`src/rtl/conv_operand_feeder.sv`:
```
`default_nettype none
// ============================================================================
// Module   : conv_operand_feeder
// Brief    : Walks x, y, ch_in, ch_out, k_v; fetches one zero-padded activation
//            row and one weight row per MAC step and offers them on a/b.
// Revision : 1.0
// ============================================================================
module conv_operand_feeder #(
    parameter int LOG2_OF_MEM_HEIGHT = 20,
    parameter int DATA_WIDTH         = 16,
    parameter int FEATURE_MAP_WIDTH  = 1024,
    parameter int FEATURE_MAP_HEIGHT = 1024,
    parameter int INPUT_NB_CHANNELS  = 64,
    parameter int OUTPUT_NB_CHANNELS = 64,
    parameter int KERNEL_SIZE        = 3
) (
    input  logic                               clk,
    input  logic                               arst_n_in,
    input  logic                               start,
    output logic                               running,
    output logic                               done,
    output logic                               act_re,
    output logic [LOG2_OF_MEM_HEIGHT-1:0]      act_addr,
    input  logic [DATA_WIDTH-1:0]              act_rdata,
    output logic                               wgt_re,
    output logic [LOG2_OF_MEM_HEIGHT-1:0]      wgt_addr,
    input  logic [KERNEL_SIZE*DATA_WIDTH-1:0]  wgt_rdata,
    output logic [KERNEL_SIZE*DATA_WIDTH-1:0]  a_data,
    output logic                               a_valid,
    input  logic                               a_ready,
    output logic [KERNEL_SIZE*DATA_WIDTH-1:0]  b_data,
    output logic                               b_valid,
    input  logic                               b_ready
);

    localparam int          c_ROW  = KERNEL_SIZE * DATA_WIDTH;
    localparam logic [31:0] c_W    = 32'(FEATURE_MAP_WIDTH);
    localparam logic [31:0] c_H    = 32'(FEATURE_MAP_HEIGHT);
    localparam logic [31:0] c_CIN  = 32'(INPUT_NB_CHANNELS);
    localparam logic [31:0] c_COUT = 32'(OUTPUT_NB_CHANNELS);
    localparam logic [31:0] c_K    = 32'(KERNEL_SIZE);
    localparam logic [31:0] c_PAD  = 32'(KERNEL_SIZE / 2);

    typedef enum logic [1:0] {
        S_IDLE    = 2'd0,
        S_FETCH   = 2'd1,
        S_WAIT    = 2'd2,
        S_PRESENT = 2'd3
    } state_t;

    state_t                          r_state;
    logic [31:0]                     r_x, r_y, r_ci, r_co, r_kv, r_j;
    logic                            r_running, r_done, r_valid;
    logic                            r_act_re, r_wgt_re;
    logic [LOG2_OF_MEM_HEIGHT-1:0]   r_act_addr, r_wgt_addr;
    logic [c_ROW-1:0]                r_a, r_b;
    logic                            r_cap, r_cap_pad, r_wcap;
    logic [31:0]                     r_cap_idx;

    logic                            w_consume, w_last, w_go_fetch, w_inb;
    logic                            w_kv_wrap, w_co_wrap, w_ci_wrap, w_y_wrap, w_x_wrap;
    logic [31:0]                     w_ax, w_ay, w_aci, w_aco, w_akv;
    logic [31:0]                     w_sy, w_sci, w_sco, w_skv, w_sx, w_sj;
    logic [31:0]                     w_xx, w_yy;
    logic [LOG2_OF_MEM_HEIGHT-1:0]   w_act_addr, w_wgt_addr;

    // Next-tuple arithmetic and the fetch slot that will be issued next cycle,
    // so the SRAM request outputs can be registered without adding latency.
    always_comb begin
        w_consume = r_valid && a_ready && b_ready;
        w_kv_wrap = (r_kv == c_K - 32'd1);
        w_co_wrap = (r_co == c_COUT - 32'd1);
        w_ci_wrap = (r_ci == c_CIN - 32'd1);
        w_y_wrap  = (r_y == c_H - 32'd1);
        w_x_wrap  = (r_x == c_W - 32'd1);
        w_last    = w_kv_wrap && w_co_wrap && w_ci_wrap && w_y_wrap && w_x_wrap;

        w_akv = w_kv_wrap ? 32'd0 : r_kv + 32'd1;
        w_aco = !w_kv_wrap ? r_co : (w_co_wrap ? 32'd0 : r_co + 32'd1);
        w_aci = !(w_kv_wrap && w_co_wrap) ? r_ci : (w_ci_wrap ? 32'd0 : r_ci + 32'd1);
        w_ay  = !(w_kv_wrap && w_co_wrap && w_ci_wrap) ? r_y : (w_y_wrap ? 32'd0 : r_y + 32'd1);
        w_ax  = !(w_kv_wrap && w_co_wrap && w_ci_wrap && w_y_wrap) ? r_x
              : (w_x_wrap ? 32'd0 : r_x + 32'd1);

        w_sx  = r_x;
        w_sy  = r_y;
        w_sci = r_ci;
        w_sco = r_co;
        w_skv = r_kv;
        w_sj  = r_j + 32'd1;
        if (r_state == S_PRESENT) begin
            w_sx  = w_ax;
            w_sy  = w_ay;
            w_sci = w_aci;
            w_sco = w_aco;
            w_skv = w_akv;
            w_sj  = 32'd0;
        end else if (r_state == S_IDLE) begin
            w_sj  = 32'd0;
        end

        w_go_fetch = ((r_state == S_IDLE) && start)
                  || ((r_state == S_FETCH) && (r_j != c_K - 32'd1))
                  || ((r_state == S_PRESENT) && w_consume && !w_last);

        // Negative coordinates wrap to large unsigned values; bit 31 flags them.
        w_xx  = w_sx + w_sj - c_PAD;
        w_yy  = w_sy + w_skv - c_PAD;
        w_inb = !w_xx[31] && (w_xx < c_W) && !w_yy[31] && (w_yy < c_H);

        w_act_addr = LOG2_OF_MEM_HEIGHT'(w_sci * c_W * c_H + w_yy * c_W + w_xx);
        w_wgt_addr = LOG2_OF_MEM_HEIGHT'((w_sco * c_CIN + w_sci) * c_K + w_skv);
    end

    always_ff @(posedge clk or negedge arst_n_in) begin
        if (!arst_n_in) begin
            r_state    <= S_IDLE;
            r_x        <= '0;
            r_y        <= '0;
            r_ci       <= '0;
            r_co       <= '0;
            r_kv       <= '0;
            r_j        <= '0;
            r_running  <= 1'b0;
            r_done     <= 1'b0;
            r_valid    <= 1'b0;
            r_act_re   <= 1'b0;
            r_wgt_re   <= 1'b0;
            r_act_addr <= '0;
            r_wgt_addr <= '0;
            r_a        <= '0;
            r_b        <= '0;
            r_cap      <= 1'b0;
            r_cap_pad  <= 1'b0;
            r_cap_idx  <= '0;
            r_wcap     <= 1'b0;
        end else begin
            r_done    <= 1'b0;
            r_act_re  <= 1'b0;
            r_wgt_re  <= 1'b0;
            r_cap     <= (r_state == S_FETCH);
            r_cap_pad <= !r_act_re;
            r_cap_idx <= r_j;
            r_wcap    <= r_wgt_re;

            // Read data arrives one cycle after the request; padded slots load 0.
            for (int j = 0; j < KERNEL_SIZE; j++) begin
                if (r_cap && (r_cap_idx == 32'(j)))
                    r_a[j*DATA_WIDTH +: DATA_WIDTH] <= r_cap_pad ? '0 : act_rdata;
            end
            if (r_wcap)
                r_b <= wgt_rdata;

            if (w_go_fetch) begin
                r_act_re <= w_inb;
                if (w_inb)
                    r_act_addr <= w_act_addr;
                r_wgt_re <= (w_sj == 32'd0);
                if (w_sj == 32'd0)
                    r_wgt_addr <= w_wgt_addr;
            end

            case (r_state)
                S_IDLE: begin
                    if (start) begin
                        r_state   <= S_FETCH;
                        r_j       <= '0;
                        r_running <= 1'b1;
                    end
                end
                S_FETCH: begin
                    if (r_j == c_K - 32'd1)
                        r_state <= S_WAIT;
                    else
                        r_j <= r_j + 32'd1;
                end
                S_WAIT: begin
                    r_state <= S_PRESENT;
                    r_valid <= 1'b1;
                end
                S_PRESENT: begin
                    if (w_consume) begin
                        r_valid <= 1'b0;
                        r_x     <= w_ax;
                        r_y     <= w_ay;
                        r_ci    <= w_aci;
                        r_co    <= w_aco;
                        r_kv    <= w_akv;
                        r_j     <= '0;
                        if (w_last) begin
                            r_state   <= S_IDLE;
                            r_running <= 1'b0;
                            r_done    <= 1'b1;
                        end else begin
                            r_state <= S_FETCH;
                        end
                    end
                end
                default: r_state <= S_IDLE;
            endcase
        end
    end

    assign running  = r_running;
    assign done     = r_done;
    assign act_re   = r_act_re;
    assign act_addr = r_act_addr;
    assign wgt_re   = r_wgt_re;
    assign wgt_addr = r_wgt_addr;
    assign a_data   = r_a;
    assign b_data   = r_b;
    assign a_valid  = r_valid;
    assign b_valid  = r_valid;

endmodule
`default_nettype wire
```
`config.mk`:
```
export PLATFORM = sky130hd
export DESIGN_NAME = conv_operand_feeder
export DESIGN_NICKNAME = d
export VERILOG_FILES = /design/src/rtl/conv_operand_feeder.sv
export SDC_FILE = /design/constraint.sdc
export NUM_CORES = 1
export LEC_CHECK = 0
export ABC_CLOCK_PERIOD_IN_PS = 7750
export CORE_UTILIZATION = 45
export CTS_CLUSTER_SIZE = 10
export DETAILED_ROUTE_END_ITERATION = 8
export MAX_ROUTING_LAYER = met4
export PLACE_DENSITY = 0.75
export SETUP_SLACK_MARGIN = 0.02
export SLEW_MARGIN = 20
export SYNTH_ARGS = -nofsm -noshare
export SYNTH_HDL_FRONTEND = slang
export SYNTH_SLANG_ARGS = --single-unit
```
`constraint.sdc`:
```
create_clock -name clk -period 7.75 [get_ports clk]
set_clock_uncertainty 0.1 [all_clocks]
set_input_delay 1.1625 -clock clk [delete_from_list [all_inputs] [get_ports clk]]
set_output_delay 1.1625 -clock clk [all_outputs]
set_load 0.005 [all_outputs]
```
# Yosys cells after proc, flatten, opt, wreduce, memory -nomap -nowiden
# Index checks and enable logic that the tools add are counted.
[classes]
n_lt_le_gt_ge = 2
mul = 1
reduce_logical = 35
eq_ne = 17
n_addsub = 14
mux = 37
[ops]
columns = ["operator", "n"]
rows = [
  ["$mux 32", 18],
  ["$add 32x1->32 const B", 6],
  ["$add 32x32->32", 3],
  ["$eq 32x2->1 const B", 3],
  ["$pmux 32 s3", 1],
  ["$eq 32x10->1 const B", 2],
  ["$eq 32x6->1 const B", 2],
  ["$logic_not 32->1", 2],
  ["$lt 32x11->1 const B", 2],
  ["$sub 32x1->32 const B", 2],
  ["$add 20x20->20", 2],
  ["$eq 32x1->1 const B", 1],
  ["$mul 32x2->20 const B", 1],
  ["$ne 32x2->1 const B", 1],
  ["$mux 26", 1],
  ["$add 1x20->20 const A", 1],
  ["$logic_and 1x1->1", 16],
  ["$mux 16", 1],
  ["$mux 1", 10],
  ["$ne 2x2->1 const B", 4],
  ["$pmux 2 s4", 1],
  ["$reduce_and 2->1", 4],
  ["$reduce_and 4->1", 2],
  ["$mux 2", 3],
  ["other kinds (10)", 17],
]
[totals]
in_bits = 69
out_inout_bits = 142
register_bits = 370
wordCells = 128

# Longest topological paths before layout
# Gate-level depths: netlist (run 1).
[depth]
ltp_word = 13
depth_mapped = 34
depth_no_buf = 31

# Least setup slack after synthesis (run 1)
# Ideal clock, no wire load.
[synth_timing]
kind = "register -> register"
startpoint = "register r_co[0]"
endpoint = "register r_act_addr[10] (netlist: act_addr[10])"
required_ns = 7.525
setup_ns = 0.125
setup_slack_ns = 1.391
period_less_slack_ns = 6.359
path_stages_with_launch = 26
arrival_ns = 6.134
n_path_buf = 3
path_cell_list = "dfrtp_1 > ha_1 > and3_1 > nand3_1 > nor3_1 > nand4_1 > nor2_1 > clkbuf_1 > clkbuf_1 > o21ai_0 > a21oi_1 > ha_1 > inv_1 > ha_1 > and3_1 > and2_1 > a221oi_1 > and2_1 > a31oi_1 > o22ai_1 > mux2_2 > a2111oi_0 > nand4_1 > nor4_4 > buf_6 > mux2_4"
[synth_via]
elab_chain_cells = 13
elab_cells_between_ends = 26
cone_classes = "6 x add/sub; 2 x order compare; 1 x eq/ne; 4 x mux; 13 x reduce/logical"
[synth_lines]
columns = ["element", "line", "source"]
rows = [
  ["from (decl)", "52", "logic [31:0] r_x, r_y, r_ci, r_co, r_kv, r_j;"],
  ["from (signal assigned)", "187", "r_co <= w_aco;"],
  ["$eq 32x6->1 (*)", "72", "w_co_wrap = (r_co == c_COUT - 32'd1);"],
  ["$logic_and 1x1->1 (*) (2 in a row)", "76, 81, 82", ""],
  ["parallel branches: the longest is 10 deep, another holds $add 32x32->32", "-", ""],
  ["to (signal assigned)", "157", "r_act_addr <= w_act_addr;"],
  ["to (decl)", "55", "logic [LOG2_OF_MEM_HEIGHT-1:0] r_act_addr, r_wgt_addr;"],
]
# Mark *: on every way between the ends.
# A chain may end at the register's enable or synchronous reset.

# Final worst setup path (run 1)
[layout_timing]
startpoint = "register r_co[0]"
endpoint = "register r_act_addr[6] (netlist: act_addr[6])"
[layout_via]
elab_chain_cells = 13
elab_cells_between_ends = 25
cone_classes = "5 x add/sub; 2 x order compare; 1 x eq/ne; 4 x mux; 13 x reduce/logical"
[layout_lines]
columns = ["element", "line", "source"]
rows = [
  ["$eq 32x6->1 (*)", "72", ""],
  ["$logic_and 1x1->1 (*) (2 in a row)", "76, 81, 82", ""],
  ["$logic_and 1x1->1", "76, 82", ""],
  ["$mux 32", "82", "w_ax = !(w_kv_wrap && w_co_wrap && w_ci_wrap && w_y_wrap) ? r_x"],
  ["$mux 32", "91", "if (r_state == S_PRESENT) begin"],
  ["$add 32x32->32", "107", "w_xx = w_sx + w_sj - c_PAD;"],
  ["$sub 32x1->32", "107", ""],
  ["$lt 32x11->1 / $logic_not 1->1 (equally long branches)", "109", "w_inb = !w_xx[31] && (w_xx < c_W) && !w_yy[31] && (w_yy < c_H);"],
  ["$logic_and 1x1->1 (3 in a row)", "109", ""],
  ["$reduce_and 2->1 (no source line)", "-", ""],
]
# Every way passes the cells marked *; elsewhere a longest branch is shown, timed or not.

==> results by group, run 1 <==
Status
  – Status: finished clean

Worst setup path
  – Startpoint Class: flop
  – Worst Path Max Fanout: 20
  – CP max stage cell: a2111oi_0
  – Crit path kind: reg2reg
  – CP delay by family, top: simple AND/OR/NAND/NOR gates
  – Worst Path Buf+Inv: 4
  – CP Capture Type: flop
  – Worst path required time: 8.10 ns
  – Arrival @ worst endpoint: 7.62 ns
  – Critical path's most frequent cell: nand3_1
  – CP max stage delay: 0.46 ns

Global routing
  – Total grt overflow: 0
  – Total GRT Usage: 0.253
  – Initial antenna violation count: 0
  – Number of global-route vias before repair: 21.8k
  – Largest net degree at the start of global routing: 152
  – First-pass GRT wire length: 119,000 um

Power and ir drop
  – Pleak: 13.7 nW
  – Sw Pwr: 2.99 mW
  – Design Power: 8.06 mW
  – Sequential share of power: 0.293
  – Clock Power Share: 0.262
  – Power per cell area: 263 nW/um^2
  – Pint: 5.06 mW
  – Logic pwr share: 0.445
  – Max VDD drop: 243 uV
  – Net Sw Frac: 0.371

Clock network
  – Root Buffer: clkbuf_16
  – CTS tree: yes
  – CTS Buffer Depth: 3
  – # clock sinks: 370
  – Worst-path clk slew: 0.06 ns
  – H-tree levels: 2
  – # hold bufs at CTS: 0
  – Latest clock arrival within the worst-skew pair: 0.60 ns
  – CTS Buf Count: 46

Synth
  – Synth area leaders: dfrtp_1, ha_1, nand2_1, xnor2_1, o21ai_0
  – Post-synth top cells: nand2_1, dfrtp_1, o21ai_0, inv_1, ha_1
  – Gate Count Post-Synth: 3,060
  – Sequential share of the synthesized area: 0.351
  – Synth Flop Type: dfrtp_1
  – Mapped Nets: 3,327
  – Post-synth top area share: 0.351
  – Syn. warnings: 0
  – Number of synthesized flops with an enable pin: 0
  – Synth unique cells: 82
  – Synth Area per Inst: 8.62 um^2
  – Asr flop ratio synth: 1.00
  – Yosys top cell by area: dfrtp_1
  – Synth Cell Area: 26,400 um^2
  – Post-synthesis register bit count: 370
  – Most frequent cell after synthesis: nand2_1

Routing
  – Detailed Route WL: 73,500 um
  – Avg WL per Cell: 18.4 um
  – Vias/cell: 5.84
  – Drc violations: 0
  – First drt pass iteration count: 7
  – Remaining antenna violation count: 0
  – Via count: 23.3k
  – First DRT Iteration DRCs: 2,343

Timing
  – Tcrit/Tclk final: 0.938
  – RSZ-0062 raised after global routing: false
  – Final setup TNS: 0 ns
  – Slew @ Worst Pin: 1.05 ns
  – Max-slew violation count: 0
  – Relative max-transition margin: 0.303
  – Setup violations, final: 0
  – Fin crit period: 7.27 ns
  – Final hold vios: 0
  – Fmax: 138 MHz

Die
  – Core area: 57,800 um^2
  – Initial core utilization: 0.456
  – Die width: 244 um
  – Top Ports: 211
  – FP Rows: 88
  – Die area: 59,600 um^2
  – Die Height: 244 um

Hold path
  – HP Class: reg2reg

Finish
  – Ant. Diodes: 0
  – Fraction of layout cells with a size suffix above 1: 0.0670
  – Area Overhead vs Synth: 16.2%
  – Nets: 3,472

Place
  – GPL Wtd Cong: 0.991
  – Post-DP HPWL: 54,800 um
  – IO Port Bufs: 210

Flow run
  – Max Cap Viol: 0
-- placed cells by master, fill, tap and decap left out, types with 39 or more instances in the layout --
cell / synthesis / final
o31ai_1: 49 / 49
dfrtp_1: 370 / 369
mux2_2: 63 / 63
xnor2_1: 148 / 148
nand2_1: 371 / 370
nand4_1: 76 / 76
clkbuf_16: 0 / 47
nor3_1: 65 / 63
nor2_1: 173 / 171
nand3_1: 105 / 105
o21ai_0: 258 / 258
a21oi_1: 104 / 104
a31oi_1: 39 / 39
and3_1: 59 / 58
a21o_1: 40 / 40
xor2_1: 89 / 89
inv_1: 225 / 225
clkdlybuf4s50_1: 0 / 209
nor4_1: 74 / 71
nand2b_1: 44 / 43
ha_1: 175 / 174
-- final timing paths --
check,slack [ns],to,start,depth (start not counted)
min reg2reg,0.29,r_wcap$_DFF_PN0_,wgt_re$_DFF_PN0_,0
max reg2reg,0.48,act_addr[6]$_DFFE_PN0P_,r_co[0]$_DFFE_PN0P_,29
max in group asynchronous,5.80,running$_DFFE_PN0P_,arst_n_in,2
min in group asynchronous,0.48,b_data[46]$_DFFE_PN0P_,arst_n_in,1
max,0.48,act_addr[6]$_DFFE_PN0P_,r_co[0]$_DFFE_PN0P_,29
min,0.29,r_wcap$_DFF_PN0_,wgt_re$_DFF_PN0_,0
-- repair_timing --
| item | in CTS | in global routing |
|---|---|---|
| setup buffers | 0 | 0 |
| gates resized for setup | 0 | 8 |
| endpoints found under the setup margin | 0 | 20 |
-- sequential cells by signal, summed over array words and instances, names as in the netlist, 2 cells and up, named ones only --
signal     count
a_data        48
b_data        48
r_cap_idx     32
r_j           32
r_kv          32
r_x           32
r_y           32
act_addr      20
r_ci          20
r_co          20
wgt_addr      20
r_state        2
-- power by group through the flow --
stage                     Sequential, mW  Combinational (mW)  Clock (mW)
final                               2.36                3.59        2.11
after global routing                2.40                3.93        2.23
after CTS                           2.36                3.57        2.15
after detailed placement            2.39                3.55           0
after global placement              2.38                3.50           0
after floorplan                     2.36                2.30           0
-- layer usage --
metal / up-vias / routed length [um] / GRT usage / share of wire
met2: 941 / 32700 / 0.381 / 0.44
li1: 11100 / - / - / -
met1: 11100 / 33200 / 0.346 / 0.45
met4: 0 / 2860 / 0.0941 / 0.039
met5: - / 0 / - / 0
met3: 150 / 4780 / 0.0333 / 0.065
-- final cells by class --
| cell class | count | area [um^2] |
|---|---|---|
| Fill cell | 5228 | 27200 |
| Timing Repair Buffer | 242 | 2380 |
| Clock inverter | 6 | 130 |
| Sequential cell | 370 | 9260 |
| Tap cell | 765 | 957 |
| Multi-Input combinational cell | 2320 | 15800 |
| Inverter | 225 | 845 |
| Clock buffer | 63 | 1320 |
-- stage by stage --
stage | hold WS [ns] | utilization | instance area [um^2] | setup WS (ns) | instances
after floorplan | 0.252 | - | 26400 | 1.39 | 3060
after global placement | 0.260 | 0.504 | 29200 | 0.661 | 3922
after detailed placement | 0.269 | 0.504 | 29200 | 0.552 | 3922
after CTS | 0.292 | 0.529 | 30600 | 0.460 | 3991
after global routing | 0.308 | 0.530 | 30600 | 0.0336 | 3991
final | 0.291 | 0.530 | 30600 | 0.484 | 3991
-- cells by family (layout without fill, tap and decap cells) --
family	after synthesis	after routing	synth area share
adder cells (fa/ha/maj)	198	198	0.101
flip-flops	370	370	0.351
multiplexers	104	104	0.0458
AO/OA/AOI/OAI	668	668	0.159
AND/OR/NAND/NOR	1112	1112	0.210
XOR/XNOR	238	238	0.0796
buffers and inverters	370	536	0.0538
(Power assumes the default switching activity.)
==> run 2: changes to the inputs <==
Settings changed: ABC_CLOCK_PERIOD_IN_PS 7750 to 7300, REMOVE_ABC_BUFFERS from default to 1.
Clock period 7.75 ns to 7.3 ns, I/O delays scaled along.
==> results by group, run 2 (synthesis results as in run 1) <==
Status
  – Status: finished clean

Finish
  – Post-route design area: 30,800 um^2
  – Fraction of layout cells with a size suffix above 1: 0.0784
  – Area of the multi-input gates: 15,900 um^2
  – Commonest cells after routing, fill and taps aside: nand2_1, dfrtp_1, o21ai_0
  – Fill cells: 5,229
  – Area Overhead vs Synth: 16.7%
  – Nets: 3,495
  – Most common cell after layout, fill and taps aside: nand2_1
  – Seq. cell area: 9260 um^2

Clock network
  – CTS Buffer Depth: 3
  – # resized after CTS: 0
  – # hold bufs at CTS: 0
  – Latest clock arrival within the worst-skew pair: 0.58 ns
  – Setup bufs post-CTS: 0
  – Root Buffer: clkbuf_16
  – Worst-path clk slew: 0.06 ns
  – CTS Buf Count: 44
  – # clock sinks: 370
  – H-tree levels: 2
  – CTS tree: yes

Worst setup path
  – Worst Path Max Fanout: 20
  – Worst setup path end: act_addr[17]$_DFFE_PN0P_
  – Critical path origin: r_kv[0]$_DFFE_PN0P_
  – R2r endpoint: act_addr[17]$_DFFE_PN0P_
  – Register-to-register setup slack: 0.33 ns
  – Arrival @ worst endpoint: 7.31 ns
  – Worst path required time: 7.65 ns
  – Crit path kind: reg2reg
  – Startpoint Class: flop
  – Worst R2R Start: r_kv[0]$_DFFE_PN0P_
  – R2R cell count: 25
  – CP Capture Type: flop

Die
  – Die width: 244 um
  – Core area: 57,800 um^2
  – Die area: 59,600 um^2
  – Initial core utilization: 0.456
  – Top Ports: 211
  – FP Rows: 88
  – Die Height: 244 um

Power and ir drop
  – Sw Pwr: 3.22 mW
  – Logic pwr share: 0.464
  – Pint: 5.21 mW
  – Net Sw Frac: 0.382
  – Power per cell area: 274 nW/um^2
  – Pleak: 13.8 nW
  – Sequential share of power: 0.299
  – Clock Power Share: 0.237
  – Max VDD drop: 236 uV

Global routing
  – Number of global-route vias before repair: 21.9k
  – Total GRT Usage: 0.261
  – First-pass GRT wire length: 121,000 um
  – Total grt overflow: 0
  – Initial antenna violation count: 1
  – Largest net degree at the start of global routing: 149

Routing
  – Drc violations: 0
  – Vias/cell: 5.88
  – First drt pass iteration count: 6
  – Avg WL per Cell: 19.2 um
  – Via count: 23.6k
  – Detailed Route WL: 76,700 um
  – Remaining antenna violation count: 0
  – First DRT Iteration DRCs: 2,348

Hold path
  – HP Class: reg2reg

Timing
  – Final setup TNS: 0 ns
  – Setup violations, final: 0
  – Max-slew violation count: 0
  – Final hold vios: 0
  – Fin crit period: 6.97 ns
  – Fmax: 144 MHz
  – RSZ-0062 raised after global routing: false
  – Slew @ Worst Pin: 1.09 ns
  – Relative max-transition margin: 0.273
  – Tcrit/Tclk final: 0.954

Place
  – IO Port Bufs: 210
  – Placement Cell Area: 29,400 um^2
  – GPL Wtd Cong: 0.992
  – Post-DP HPWL: 57,500 um

Flow run
  – Max Cap Viol: 0
==> run 2: power by group through the flow <==
| stage | sequential, mW | combinational [mW] | clock (mW) |
|---|---|---|---|
| 6_report | 2.52 | 3.91 | 2.00 |
| 5_1_grt | 2.56 | 4.28 | 2.11 |
| 4_1_cts | 2.52 | 3.85 | 2.03 |
| 3_5_place_dp | 2.56 | 3.83 | 0 |
| 3_3_place_gp | 2.54 | 3.79 | 0 |
| 2_1_floorplan | 2.54 | 2.35 | 0 |
==> run 2: metrics by stage <==
step / cells / util / total power, mW / setup slack (ns) / hold slack [ns]
detailed placement: 3947 / 0.508 / 6.39 / 0.258 / 0.281
CTS: 4006 / 0.529 / 8.40 / 0.234 / 0.289
global placement: 3947 / 0.508 / 6.32 / 0.399 / 0.262
floorplan: 2915 / - / 4.88 / -1.27 / 0.276
finish: 4007 / 0.532 / 8.42 / 0.334 / 0.289
global route: 4007 / 0.532 / 8.95 / 0.0294 / 0.304
==> run 2: worst min path at each step <==
stage                startpoint               end  slack, ns  cells past startpoint
2_1_floorplan  wgt_re$_DFF_PN0_  r_wcap$_DFF_PN0_       0.28                      0
3_3_place_gp   wgt_re$_DFF_PN0_  r_wcap$_DFF_PN0_       0.26                      0
3_5_place_dp   wgt_re$_DFF_PN0_  r_wcap$_DFF_PN0_       0.28                      0
4_1_cts        wgt_re$_DFF_PN0_  r_wcap$_DFF_PN0_       0.29                      0
5_1_grt        wgt_re$_DFF_PN0_  r_wcap$_DFF_PN0_       0.30                      0
6_report       wgt_re$_DFF_PN0_  r_wcap$_DFF_PN0_       0.29                      0
==> run 2: routing by layer <==
layer / track usage / wire, um / vias up
met5: - / 0 / -
met4: 0.0895 / 2590 / 0
met3: 0.0444 / 6130 / 149
met2: 0.384 / 33500 / 1021
met1: 0.363 / 34500 / 11200
li1: - / - / 11200
==> run 2: critical path, cell delays in order, from the launching register on <==
cell	delay [ns]
dfrtp_1	0.47
inv_1	0.09
ha_1	0.15
nor4b_1	0.36
nand4_1	0.33
or4_4	0.56
nor4_4	0.40
and2_1	0.29
o21ai_0	0.10
a21oi_1	0.19
ha_1	0.15
inv_1	0.04
ha_1	0.45
o21ai_0	0.16
a2111oi_2	0.40
buf_4	0.18
a2bb2oi_1	0.25
o211ai_1	0.17
or2_2	0.32
nor4_1	0.33
nand4_1	0.14
nor4_1	0.21
nand4b_1	0.19
nor4_4	0.24
buf_12	0.23
mux2_4	0.32
==> run 2: final cells by class <==
type / count / area share
Multi-Input combinational cell: 2320 / 0.516
Clock inverter: 4 / 0.000895
Clock buffer: 55 / 0.0394
Sequential cell: 370 / 0.301
Tap cell: 765 / 0.0311
Inverter: 225 / 0.0275
Antenna cell: 1 / 0.0000813
Timing Repair Buffer: 267 / 0.0840
==> run 3: changes to the inputs <==
Settings changed: CTS_BUF_LIST from default to sky130_fd_sc_hd__clkbuf_8.
==> results by group, run 3 (synthesis results as in run 1) <==
Timing
  – Final hold vios: 0
  – Fin crit period: 6.97 ns
  – Max-slew violation count: 0
  – Relative max-transition margin: 0.286
  – Setup violations, final: 0
  – Slew @ Worst Pin: 1.07 ns
  – Tcrit/Tclk final: 0.955
  – Fmax: 143 MHz

Global routing
  – Total GRT Usage: 0.261
  – GR Layer Usage met3: 0.0429
  – First-pass GRT wire length: 121,000 um
  – Largest net degree at the start of global routing: 149
  – Initial antenna violation count: 2
  – Gr busiest metal: met2
  – Grt met1 use: 0.363
  – GR Layer Usage met2: 0.383
  – Total grt overflow: 0
  – Number of global-route vias before repair: 21.9k

Finish
  – Most common cell after layout, fill and taps aside: nand2_1
  – Final Non-Filler Cells: 4,056
  – Fraction of layout cells with a size suffix above 1: 0.0891
  – Core Util, Final: 0.533
  – Seq. cell area: 9260 um^2
  – Nets: 3,512
  – Commonest cells after routing, fill and taps aside: nand2_1, dfrtp_1, o21ai_0
  – Area of the multi-input gates: 15,900 um^2
  – Fill cells: 5,231
  – Area Overhead vs Synth: 16.8%

Place
  – Placed insts: 3,947
  – GPL Wtd Cong: 0.992
  – IO Port Bufs: 210
  – Post-DP HPWL: 57,500 um

Worst setup path
  – Register-to-register setup slack: 0.33 ns
  – Arrival @ worst endpoint: 7.41 ns
  – Worst path required time: 7.74 ns
  – CP Capture Type: flop
  – Crit path kind: reg2reg
  – Startpoint Class: flop
  – Worst Path Max Fanout: 20

Clock network
  – # clock sinks: 370
  – Root Buffer: clkbuf_8
  – Latest clock arrival within the worst-skew pair: 0.70 ns
  – H-tree levels: 2
  – CTS Buffer Depth: 3
  – CTS Buf Count: 61
  – CTS tree: yes
  – Worst-path clk slew: 0.06 ns

Power and ir drop
  – Max VDD drop: 225 uV
  – Net Sw Frac: 0.389
  – Power per cell area: 270 nW/um^2
  – Clock Power Share: 0.228
  – Logic pwr share: 0.469
  – Pleak: 13.9 nW
  – Pint: 5.09 mW
  – Sw Pwr: 3.24 mW
  – Sequential share of power: 0.302

Routing
  – Avg WL per Cell: 18.8 um
  – Detailed Route WL: 76,300 um
  – First drt pass iteration count: 9
  – Vias/cell: 5.82
  – Via count: 23.6k
  – Drc violations: 0
  – First DRT Iteration DRCs: 2,363
  – Remaining antenna violation count: 0

Status
  – Status: finished clean

Die
  – Die Height: 244 um
  – Core area: 57,800 um^2
  – Initial core utilization: 0.456
  – FP Rows: 88
  – Die width: 244 um
  – Top Ports: 211
  – Die area: 59,600 um^2

Hold path
  – HP Class: reg2reg

Flow run
  – Max Cap Viol: 0
## run 3: metal layers
metal	vias to the layer above	part of all wire
met5	-	0
met4	0	0.033
met3	139	0.083
met2	1011	0.43
met1	11200	0.45
li1	11300	-
## run 3: path summary, 6_finish.rpt
kind	startpoint	end	depth (start not counted)
setup / recovery	r_kv[0]$_DFFE_PN0P_	act_addr[17]$_DFFE_PN0P_	25
hold / removal	wgt_re$_DFF_PN0_	r_wcap$_DFF_PN0_	0
setup reg to reg	r_kv[0]$_DFFE_PN0P_	act_addr[17]$_DFFE_PN0P_	25
hold reg to reg	wgt_re$_DFF_PN0_	r_wcap$_DFF_PN0_	0
max in group asynchronous	arst_n_in	r_co[9]$_DFFE_PN0P_	2
min in group asynchronous	arst_n_in	a_data[36]$_DFFE_PN0P_	1
## run 3: timing repair
item,CTS,global route
setup endpoints to repair,0,22
setup buffers,0,0
resized for setup,0,36
hold buffers,0,0
## run 3: worst max-delay path, stage by stage (launching register included)
cell and delay (ns):
dfrtp_1 0.47, inv_1 0.09, ha_1 0.15, nor4b_1 0.36
nand4_1 0.33, or4_4 0.56, nor4_4 0.40, and2_1 0.29
o21ai_0 0.11, a21oi_1 0.20, ha_1 0.15, inv_1 0.04
ha_1 0.45, o21ai_0 0.16, a2111oi_2 0.40, buf_4 0.18
a2bb2oi_1 0.25, o211ai_1 0.16, or2_2 0.31, nor4_1 0.30
nand4_1 0.15, nor4_1 0.21, nand4b_1 0.19, nor4_4 0.24
buf_12 0.23, mux2_4 0.32
## run 3: power by group through the flow
stage	registers [mW]	logic (mW)	clock network (mW)
2_1_floorplan	2.54	2.35	0
4_1_cts	2.52	3.85	1.94
5_1_grt	2.56	4.30	2.03
3_3_place_gp	2.54	3.79	0
3_5_place_dp	2.56	3.83	0
6_report	2.52	3.91	1.90
## run 3: final cells by class
| cell class | count | share of cell area |
|---|---|---|
| Tap cell | 765 | 0.0311 |
| Clock buffer | 75 | 0.0335 |
| Sequential cell | 370 | 0.301 |
| Clock inverter | 33 | 0.00739 |
| Inverter | 225 | 0.0274 |
| Antenna cell | 1 | 0.0000812 |
| Timing Repair Buffer | 267 | 0.0839 |
| Multi-Input combinational cell | 2320 | 0.516 |
## run 3: through the flow
stage	setup WS, ns	area, um^2	power [mW]	hold WS (ns)	setup TNS (ns)
final	0.328	30800	8.33	0.299	0
after global routing	-0.0168	30800	8.89	0.303	-0.163
after CTS	0.195	30600	8.31	0.292	0
after detailed placement	0.258	29400	6.39	0.281	0
after global placement	0.399	29400	6.32	0.262	0
after floorplan	-1.27	25800	4.88	0.276	-26.73
